**config.mk**
```make
export PLATFORM = sky130hd
export DESIGN_NAME = conv_encoder_tx
export DESIGN_NICKNAME = d
export VERILOG_FILES = /design/src/rtl/conv_encoder_tx.sv
export SDC_FILE = /design/constraint.sdc
export NUM_CORES = 1
export LEC_CHECK = 0
export ABC_AREA = 1
export CORE_MARGIN = 3
export CORE_UTILIZATION = 35
export CTS_BUF_LIST = sky130_fd_sc_hd__clkbuf_16
export DETAILED_ROUTE_END_ITERATION = 7
export MAX_ROUTING_LAYER = met4
export PLACE_DENSITY = 0.66
export SLEW_MARGIN = 20
export SYNTH_ARGS = -nofsm -noshare
export SYNTH_HDL_FRONTEND = slang
export SYNTH_SLANG_ARGS = --single-unit
```
**constraint.sdc**
```tcl
create_clock -name clk -period 2.1 [get_ports clk]
set_input_delay 0.42 -clock clk [delete_from_list [all_inputs] [get_ports clk]]
set_output_delay 0.42 -clock clk [all_outputs]
set_load 0.005 [all_outputs]
```
**src/rtl/conv_encoder_tx.sv**
```systemverilog
// -----------------------------------------------------------------------------
// conv_encoder_tx
//
// Rate-1/2, constraint-length-3 convolutional encoder with frame termination.
// Accepts one data bit per handshake and emits one 2-bit coded symbol per bit.
// After FRAME_LEN data bits it injects two zero tail bits, which drive the
// trellis back to state 00 so the decoder's traceback starts from a known state.
//
// Parameters:
//   FRAME_LEN  data bits per frame (>= 1)
//   G0         generator for out_sym[1], applied to {u, s[1], s[0]}
//   G1         generator for out_sym[0], applied to {u, s[1], s[0]}
//
// Ports:
//   clk        clock, rising edge
//   rst        synchronous active-high reset
//   in_valid   in_bit is valid this cycle
//   in_ready   encoder accepts in_bit this cycle
//   in_bit     data bit u
//   out_valid  out_sym holds a valid symbol
//   out_ready  downstream consumes the symbol this cycle
//   out_sym    coded symbol {c0, c1}
//   out_last   marks the final tail symbol of a frame
// -----------------------------------------------------------------------------
module conv_encoder_tx #(
    parameter int         FRAME_LEN = 8,
    parameter logic [2:0] G0        = 3'b111,
    parameter logic [2:0] G1        = 3'b101
) (
    input  logic       clk,
    input  logic       rst,
    input  logic       in_valid,
    output logic       in_ready,
    input  logic       in_bit,
    output logic       out_valid,
    input  logic       out_ready,
    output logic [1:0] out_sym,
    output logic       out_last
);

    localparam int                CNT_W     = $clog2(FRAME_LEN + 1);
    localparam logic [CNT_W-1:0] LAST_DATA = CNT_W'(FRAME_LEN - 1);

    typedef enum logic {
        DATA = 1'b0,
        TAIL = 1'b1
    } state_t;

    state_t           state;
    state_t           state_next;

    logic [1:0]       s;          // {d(n-1), d(n-2)}, decoder state numbering
    logic [CNT_W-1:0] data_cnt;
    logic             tail_cnt;

    logic             slot_free;
    logic             accept;
    logic             tail_step;
    logic             step;
    logic             last_tail;
    logic             u;
    logic [2:0]       w;
    logic             c0;
    logic             c1;

    // -------------------------------------------------------------------------
    // FSM state register
    // -------------------------------------------------------------------------
    // NOTE: sequential state is written with non-blocking assignments only, so
    // every register samples pre-edge values regardless of block ordering.
    always_ff @(posedge clk) begin
        if (rst) begin
            state <= DATA;
        end else begin
            state <= state_next;
        end
    end

    // -------------------------------------------------------------------------
    // FSM next-state logic
    // -------------------------------------------------------------------------
    // NOTE: every combinational output gets a default first, so no path through
    // the block leaves it unassigned and no latch is inferred.
    always_comb begin
        state_next = state;
        unique case (state)
            DATA: if (accept && (data_cnt == LAST_DATA)) state_next = TAIL;
            TAIL: if (last_tail)                         state_next = DATA;
            default: state_next = DATA;
        endcase
    end

    // -------------------------------------------------------------------------
    // FSM output / handshake logic
    // -------------------------------------------------------------------------
    always_comb begin
        // The single output register can take a new symbol when it is empty
        // or when its current symbol leaves this very cycle.
        slot_free = !out_valid || out_ready;
        in_ready  = (state == DATA) && slot_free;
        accept    = in_valid && in_ready;
        tail_step = (state == TAIL) && slot_free;
        step      = accept || tail_step;
        last_tail = tail_step && tail_cnt;

        // Tail steps feed zeros regardless of in_bit.
        u  = (state == TAIL) ? 1'b0 : in_bit;
        w  = {u, s[1], s[0]};
        c0 = ^(w & G0);
        c1 = ^(w & G1);
    end

    // -------------------------------------------------------------------------
    // Encoder state, counters and output symbol register
    // -------------------------------------------------------------------------
    always_ff @(posedge clk) begin
        if (rst) begin
            s         <= 2'b00;
            data_cnt  <= '0;
            tail_cnt  <= 1'b0;
            out_valid <= 1'b0;
            out_sym   <= 2'b00;
            out_last  <= 1'b0;
        end else begin
            if (accept) begin
                data_cnt <= (data_cnt == LAST_DATA) ? '0 : data_cnt + CNT_W'(1);
            end

            if (tail_step) begin
                tail_cnt <= ~tail_cnt;
            end

            if (step) begin
                // Two zero tail bits flush the shift register; the explicit
                // clear on the last tail just makes the frame boundary obvious.
                s         <= last_tail ? 2'b00 : {u, s[1]};
                out_valid <= 1'b1;
                out_sym   <= {c0, c1};
                out_last  <= last_tail;
            end else if (out_ready) begin
                // Symbol consumed and nothing new to load: the slot empties.
                out_valid <= 1'b0;
                out_last  <= 1'b0;
            end
        end
    end

endmodule

```
# Yosys cells after proc, flatten, opt, wreduce, memory -nomap -nowiden
# Index checks and enable logic that the tools add are counted.
[word_totals] memories=0 wordCells=31 input_bits=5 ramBits=0 romBits=0 regBits=12 latch_bits=0
[op_classes] div_mod_pow=0 muxes=9 n_eq_ne=1 reduce_logical=11 bitwise=2 shifts=0 multipliers=0 addsub=1 n_lt_le_gt_ge=0
[op_table] operator="$mux W1" n=6
[op_table] operator="$reduce_xor A3 Y1" n=2
[op_table] operator="$logic_and A1 B1 Y1" n=5
[op_table] operator="$add A4 B1 Y4 const B" n=1
[op_table] operator="$eq A4 B3 Y1 const B" n=1
[op_table] operator="$mux W4" n=1
[op_table] operator="$logic_or A1 B1 Y1" n=2
[op_table] operator="$mux W2" n=1
[op_table] operator="$not A1 Y1" n=2
[op_table] operator="$pmux W1 S2" n=1
[op_table] operator="$reduce_bool A2 Y1" n=1
[op_table] operator="$logic_not A1 Y1" n=1

# Logic depth before layout (Yosys ltp)
# Gate-level depths: netlist of the first run.
[depth] ltp_word=7 mapped_depth=7

# Worst setup path after synthesis of the first run
# Ideal clock, no wire load.
[synth_timing] path_kind="input -> output" startpoint="input out_ready" endpoint="output in_ready" arrival_time_ns=0.676 required_ns=1.680 setup_slack_ns=1.004 cell_stages=2 path_cell_list="inv_1 a21oi_1"
[synth_via] elab_chain_len=2
[synth_lines] item="start, declared" line="36" source="input logic out_ready,"
[synth_lines] item="$logic_or A1 B1 Y1" line="99" source="slot_free = !out_valid || out_ready;"
[synth_lines] item="$logic_and A1 B1 Y1" line="100" source="in_ready = (state == DATA) && slot_free;"
[synth_lines] item="end, declared" line="33" source="output logic in_ready,"
# No other way between the ends.

# Final worst setup path of the first run
# Same ends and word-level chain as after synthesis.

==> key figures, run 1 <==
Timing
  • Final worst setup slack: 83.60 ps
  • Maximum clock frequency: 495.9 MHz
  • Final Hold Viols: 0
  • Min Hold Slack: 480.8 ps
  • TNS Setup: 0 ps
  • Clock Skews: 0.9175 ps
  • Max_slew headroom: 77.50%
  • Slew @ Worst Pin: 337.0 ps
  • Tcrit/Tclk final: 96.02%
  • Min cycle time layout: 2016 ps
  • Final-report max-slew violation count: 0
  • Endpoints failing setup: 0
  • RSZ-0062 raised after global routing: false

Yosys
  • Primary FF master, synth: dfxtp_1
  • Post-synthesis mux area share: 0%
  • Synth top cells by count: nand2_1 (15), dfxtp_1 (12), nor2_1 (12)
  • Avg Inst Size Synth: 7.507 um2
  • Sequential area share after synthesis: 42.11%
  • Post-Syn Area: 570.5 um2
  • Yosys warnings: 0
  • Distinct cells, synth: 22
  • Count leader, synth: nand2_1
  • Complex-gate fraction of the synthesized area: 15.13%
  • Post-Synth Simple-Gate Area: 31.58%
  • Synth Net Count: 82
  • Synth area leaders: dfxtp_1 (42%), nand2_1 (9.9%), nor2_1 (7.9%), a21oi_1 (5.3%), inv_1 (4.6%)
  • Area share of the largest cell type after synthesis: 42.11%
  • Post-synth EDFFs: 0
  • Largest area contributor in the netlist: dfxtp_1
  • Xor and xnor area share after synthesis: 3.070%
  • Cell count after synthesis: 76
  • #FFs+latches synth: 12
  • Async S/R FF share, synth: 0%
  • Area share of fa/ha/maj cells after synthesis: 2.193%
  • Largest family of logic cells by synthesized area: simple AND/OR/NAND/NOR gates

Floorplan
  • Total core area: 0.001415 mm2
  • Num ports: 10
  • DIE WIDTH: 46.38 um
  • Initial core utilization: 40.32%
  • Die ar.: 0.002151 mm2
  • Die H: 46.38 um
  • Row Count: 13

Setup path
  • Worst-path maximum fanout: 3
  • Crit path to: in_ready
  • WS Path Type: in -> out
  • R2R Path Start: data_cnt[0]
  • Critical path data arrival time: 1600 ps
  • Reg2Reg Setup Slack: 1000 ps
  • Endpoint class of the critical path: output port
  • Startpoint types: primary input
  • Reg2reg path depth: 4
  • Critical Path Source: out_ready
  • Req. time, crit path: 1680 ps
  • R2R Path End: data_cnt[0]

Clock network
  • Clock root buffer: clkbuf_16
  • Hold-fix buffers, CTS: 0
  • Clock Path Buffers: 2
  • Clock Latency Late Sink: 230 ps
  • CTS Sinks: 12
  • TritonCTS buffer count: 3
  • CTS tree: built
  • Clk pin slew, worst setup/hold paths: 40 ps
  • Setup Fix Bufs, Post-CTS: 0
  • H-Tree Depth: 1

Layout
  • Non-Filler Instances: 104
  • Area grow syn2layout: 34.21%
  • Final Cell Area: 765.7 um2
  • Share of post-route cells with drive strength above 1: 15.73%
  • Post-layout nets: 97
  • Inserted Diodes: 0

Placed design
  • Place WS: 58.30 ps
  • Placed insts: 101
  • Hpwl dp: 823.4 um
  • Port Buffers: 9
  • Routability cong.: 0.7795
  • Dpl cell area: 686.9 um2

Global routing
  • Initial antenna violation count: 0
  • First-pass GRT wire length: 1.807 mm
  • Vias in the first global route: 453
  • GRT overflow: 0
  • Largest net degree at the start of global routing: 9
  • Total track usage: 12.63%

Route
  • DRC viols: 0
  • DR vias: 505
  • DRT Pass-1 Iters: 4
  • DR vias/cell: 4.856
  • Antenna Nets Post-Route: 0
  • Detailed-route wire length per cell: 10.18 um
  • Routed WL: 1.059 mm
  • Drt first-iter violations: 11

Run
  • Max_cap viols: 0

Status
  • Outcome: completed

Power and ir drop
  • Peak VDD IR: 0.6549 mV
  • Cell Pwr Density: 860.5 mW/mm2
  • Leakage power: 0.3322 nW

Hold path
  • Hold Crit Class: reg -> reg
## worst max-delay path: stages
cell and delay, ps:
clkdlybuf4s50_1 450, inv_1 70, a21oi_2 150, clkdlybuf4s50_1 510
## power by group
| part | internal [mW] | switching [mW] |
|---|---|---|
| registers | 0.241 | 0.0104 |
| logic | 0.0359 | 0.0367 |
| clock network | 0.247 | 0.0878 |
## through the flow
stage / power (mW) / util, %
5_1_grt: 0.6945 / 54.11
3_5_place_dp: 0.3274 / 48.54
6_report: 0.6589 / 54.11
3_3_place_gp: 0.3263 / 48.54
2_1_floorplan: 0.2962 / -
4_1_cts: 0.6690 / 53.85
## how the worst min path moves through the flow
stage / startpoint / end / slack [ps] / cells past startpoint
2_1_floorplan: tail_cnt / tail_cnt / 450 / 2
3_3_place_gp: tail_cnt / tail_cnt / 480 / 2
3_5_place_dp: out_last / out_last / 480 / 2
4_1_cts: out_last / out_last / 490 / 2
5_1_grt: out_last / out_last / 520 / 2
6_report: out_last / out_last / 480 / 2
## state kept, by name, summed over array words and instances, names as in the netlist
signal	count
data_cnt	4
out_sym	2
s	2
out_last	1
out_valid	1
state	1
tail_cnt	1
## cell usage in the layout (no fill, tap or decap), drive strengths merged, types with 2 or more instances in the layout
master,netlist,layout
inv,9,9
nand2,16,16
dfxtp,12,12
clkdlybuf4s50,0,9
o21ai,5,5
nor2,13,13
xor2,2,2
clkbuf,0,3
nand3,6,6
a21oi,7,7
## what timing repair did
action,4_1_cts,5_1_grt
hold endpoints to repair,0,0
setup endpoints to repair,0,1
gates resized for setup,0,1
## kinds of logic after synthesis
| kind of cell | count (synthesis) |
|---|---|
| AOI/OAI and AO/OA | 13 |
| xor gates and xnor gates | 2 |
| adders and majority gates | 1 |
| buffers and inverters | 9 |
| DFF | 12 |
| and+or+nand+nor | 39 |
## layer usage
| layer | routed length (um) | track usage, % | share of wire (%) |
|---|---|---|---|
| met1 | 515 | 14.39 | 49 |
| met2 | 450 | 18.13 | 42 |
| met3 | 79 | 7.031 | 7.5 |
| met4 | 13 | 5.114 | 1.2 |
| met5 | 0 | - | 0 |
## final cells by class
cell class / count / area (um2)
Fill cell: 126 / 649.4
Inverter: 9 / 33.78
Tap cell: 15 / 18.77
Multi-Input combinational cell: 55 / 300.3
Clock buffer: 3 / 75.07
Sequential cell: 12 / 240.2
Timing Repair Buffer: 10 / 97.59
(Power assumes the default switching activity.)
==> inputs of run 2 (changes only) <==
Settings changed: GPL_TIMING_DRIVEN set to 0.
==> run 2 against run 1 <==
Register-to-register slack about the same. Count of clock-buffer cells in the layout stayed put. Sequential power about the same. First-iteration DRC count is the same. Largest cell class unchanged. Highest routed layer is now met3.
==> key figures, run 2 (same netlist as run 1, synthesis figures left out) <==
Layout
  • Register area: 240.2 um2
  • Inserted Diodes: 0
  • Most frequent cells in the layout: nand2_1 (15), nor2_1 (12), dfxtp_1 (12), clkdlybuf4s50_1 (9), inv_1 (7)
  • Top reg by flops: data_cnt
  • Area grow syn2layout: 34.21%
  • Post-layout nets: 97
  • Multi-input logic area: 300.3 um2
  • Biggest regs: data_cnt x4, out_sym x2, s x2
  • Max FFs per register: 4
  • Share of post-route cells with drive strength above 1: 15.73%
  • Non-Filler Instances: 104
  • # fillers: 132
  • Most common cell after layout, fill and taps aside: nand2_1

Setup path
  • Worst Path Buf+Inv: 3
  • Worst-path maximum fanout: 3
  • Critical path data arrival time: 1620 ps
  • Endpoint class of the critical path: output port
  • Startpoint types: primary input
  • Top delay family on crit path: buffers and inverters
  • WS Path Type: in -> out
  • Cell chain of the critical path: clkdlybuf4s50_1 -> inv_1 -> a21oi_2 -> clkdlybuf4s50_1
  • CP dominant cell by count: clkdlybuf4s50_1
  • Slowest-stage cell, CP: clkdlybuf4s50_1
  • Req. time, crit path: 1680 ps
  • Max incr delay on CP: 520 ps

Clock network
  • Clock Path Buffers: 2
  • CTS tree: built
  • H-Tree Depth: 1
  • Clock root buffer: clkbuf_16
  • CTS Sinks: 12
  • Hold-fix buffers, CTS: 0
  • Clk pin slew, worst setup/hold paths: 40 ps
  • Clock Latency Late Sink: 230 ps
  • TritonCTS buffer count: 3

Route
  • Drt first-iter violations: 11
  • DRC viols: 0
  • DR vias: 502
  • Antenna Nets Post-Route: 0
  • DRT Pass-1 Iters: 3
  • DR vias/cell: 4.827
  • Detailed-route wire length per cell: 10.10 um
  • Routed WL: 1.050 mm

Global routing
  • Total track usage: 12.08%
  • GRT overflow: 0
  • Largest net degree at the start of global routing: 9
  • Initial antenna violation count: 0
  • Vias in the first global route: 453
  • First-pass GRT wire length: 1.794 mm

Timing
  • Max_slew headroom: 78.53%
  • RSZ-0062 raised after global routing: false
  • Clock Skews: 1.008 ps
  • Final-report max-slew violation count: 0
  • TNS Setup: 0 ps
  • Slew @ Worst Pin: 321.5 ps
  • Min cycle time layout: 2037 ps
  • Maximum clock frequency: 491.0 MHz
  • Min Hold Slack: 485.8 ps
  • Tcrit/Tclk final: 96.99%
  • Final Hold Viols: 0
  • Endpoints failing setup: 0

Power and ir drop
  • Cell Pwr Density: 857.0 mW/mm2
  • Power, Total: 0.6563 mW
  • Leakage power: 0.3322 nW
  • Peak VDD IR: 0.3991 mV

Run
  • Max_cap viols: 0

Floorplan
  • Num ports: 10
  • Row Count: 13
  • Initial core utilization: 40.32%
  • Die ar.: 0.002151 mm2
  • Die H: 46.38 um
  • Total core area: 0.001415 mm2
  • DIE WIDTH: 46.38 um

Placed design
  • Hpwl dp: 799.7 um
  • Routability cong.: 0.7879
  • Port Buffers: 9
  • Placed insts: 100

Hold path
  • Hold Crit Class: reg -> reg

Status
  • Outcome: completed
-- run 2: cell counts in the layout (fill, tap and decap cells not counted) --
No cell type changed its count.
-- run 2: final timing paths --
check / endpoint / startpoint / slack [ps] / cells past startpoint
worst min-delay path: out_last / out_last / 490 / 2
worst max register to register: data_cnt[0] / data_cnt[0] / 1010 / 4
worst max-delay path: in_ready / out_ready / 60 / 4
worst min register to register: out_last / out_last / 490 / 2
-- run 2: layout make-up --
| class | count | share of cell area (%) |
|---|---|---|
| clock buffers | 3 | 9.804 |
| inverters | 9 | 4.412 |
| multi-input cells | 55 | 39.22 |
| flip-flops and latches | 12 | 31.37 |
| well taps | 15 | 2.451 |
| repair buffers | 10 | 12.75 |
-- run 2: per-layer routing --
| layer | track usage, % | up-vias | wire (um) | part of all wire [%] |
|---|---|---|---|---|
| met5 | - | - | 0 | 0 |
| met4 | 6.818 | 0 | 0 | 0 |
| met3 | 4.297 | 0 | 62 | 5.9 |
| met2 | 15.66 | 11 | 456 | 43 |
| met1 | 15.85 | 216 | 531 | 51 |
| li1 | - | 275 | - | - |
-- run 2: what timing repair did --
item                                    in CTS  in global routing
buffers inserted                             0                  1
pin swaps                                    0                  1
endpoints found under the setup margin       1                  1
resized for setup                            1                  0
-- run 2: worst reg2reg max path: cells and delay by family (launching register included) --
kind | cells | cell delay [ps]
adder cells (fa/ha/maj) | 1 | 220
AO/OA/AOI/OAI | 1 | 190
AND/OR/NAND/NOR | 2 | 190
flip-flops | 1 | 380
-- run 2: where the power goes --
part	switching (mW)	total, mW	leakage, nW	internal, mW
Sequential	0.0101	0.251	0.0983	0.241
Combinational	0.0372	0.0731	0.197	0.0358
Clock	0.0852	0.332	0.0370	0.247
-- run 2: per-stage QoR --
stage / worst slack (ps) / utilization, % / instance area [um2]
after floorplan: 1004 / - / 570.5
after global placement: -42.87 / 48.01 / 679.4
after detailed placement: -23.26 / 48.01 / 679.4
after CTS: 26.98 / 53.58 / 758.2
after global routing: 12.71 / 54.11 / 765.7
final: 63.28 / 54.11 / 765.7
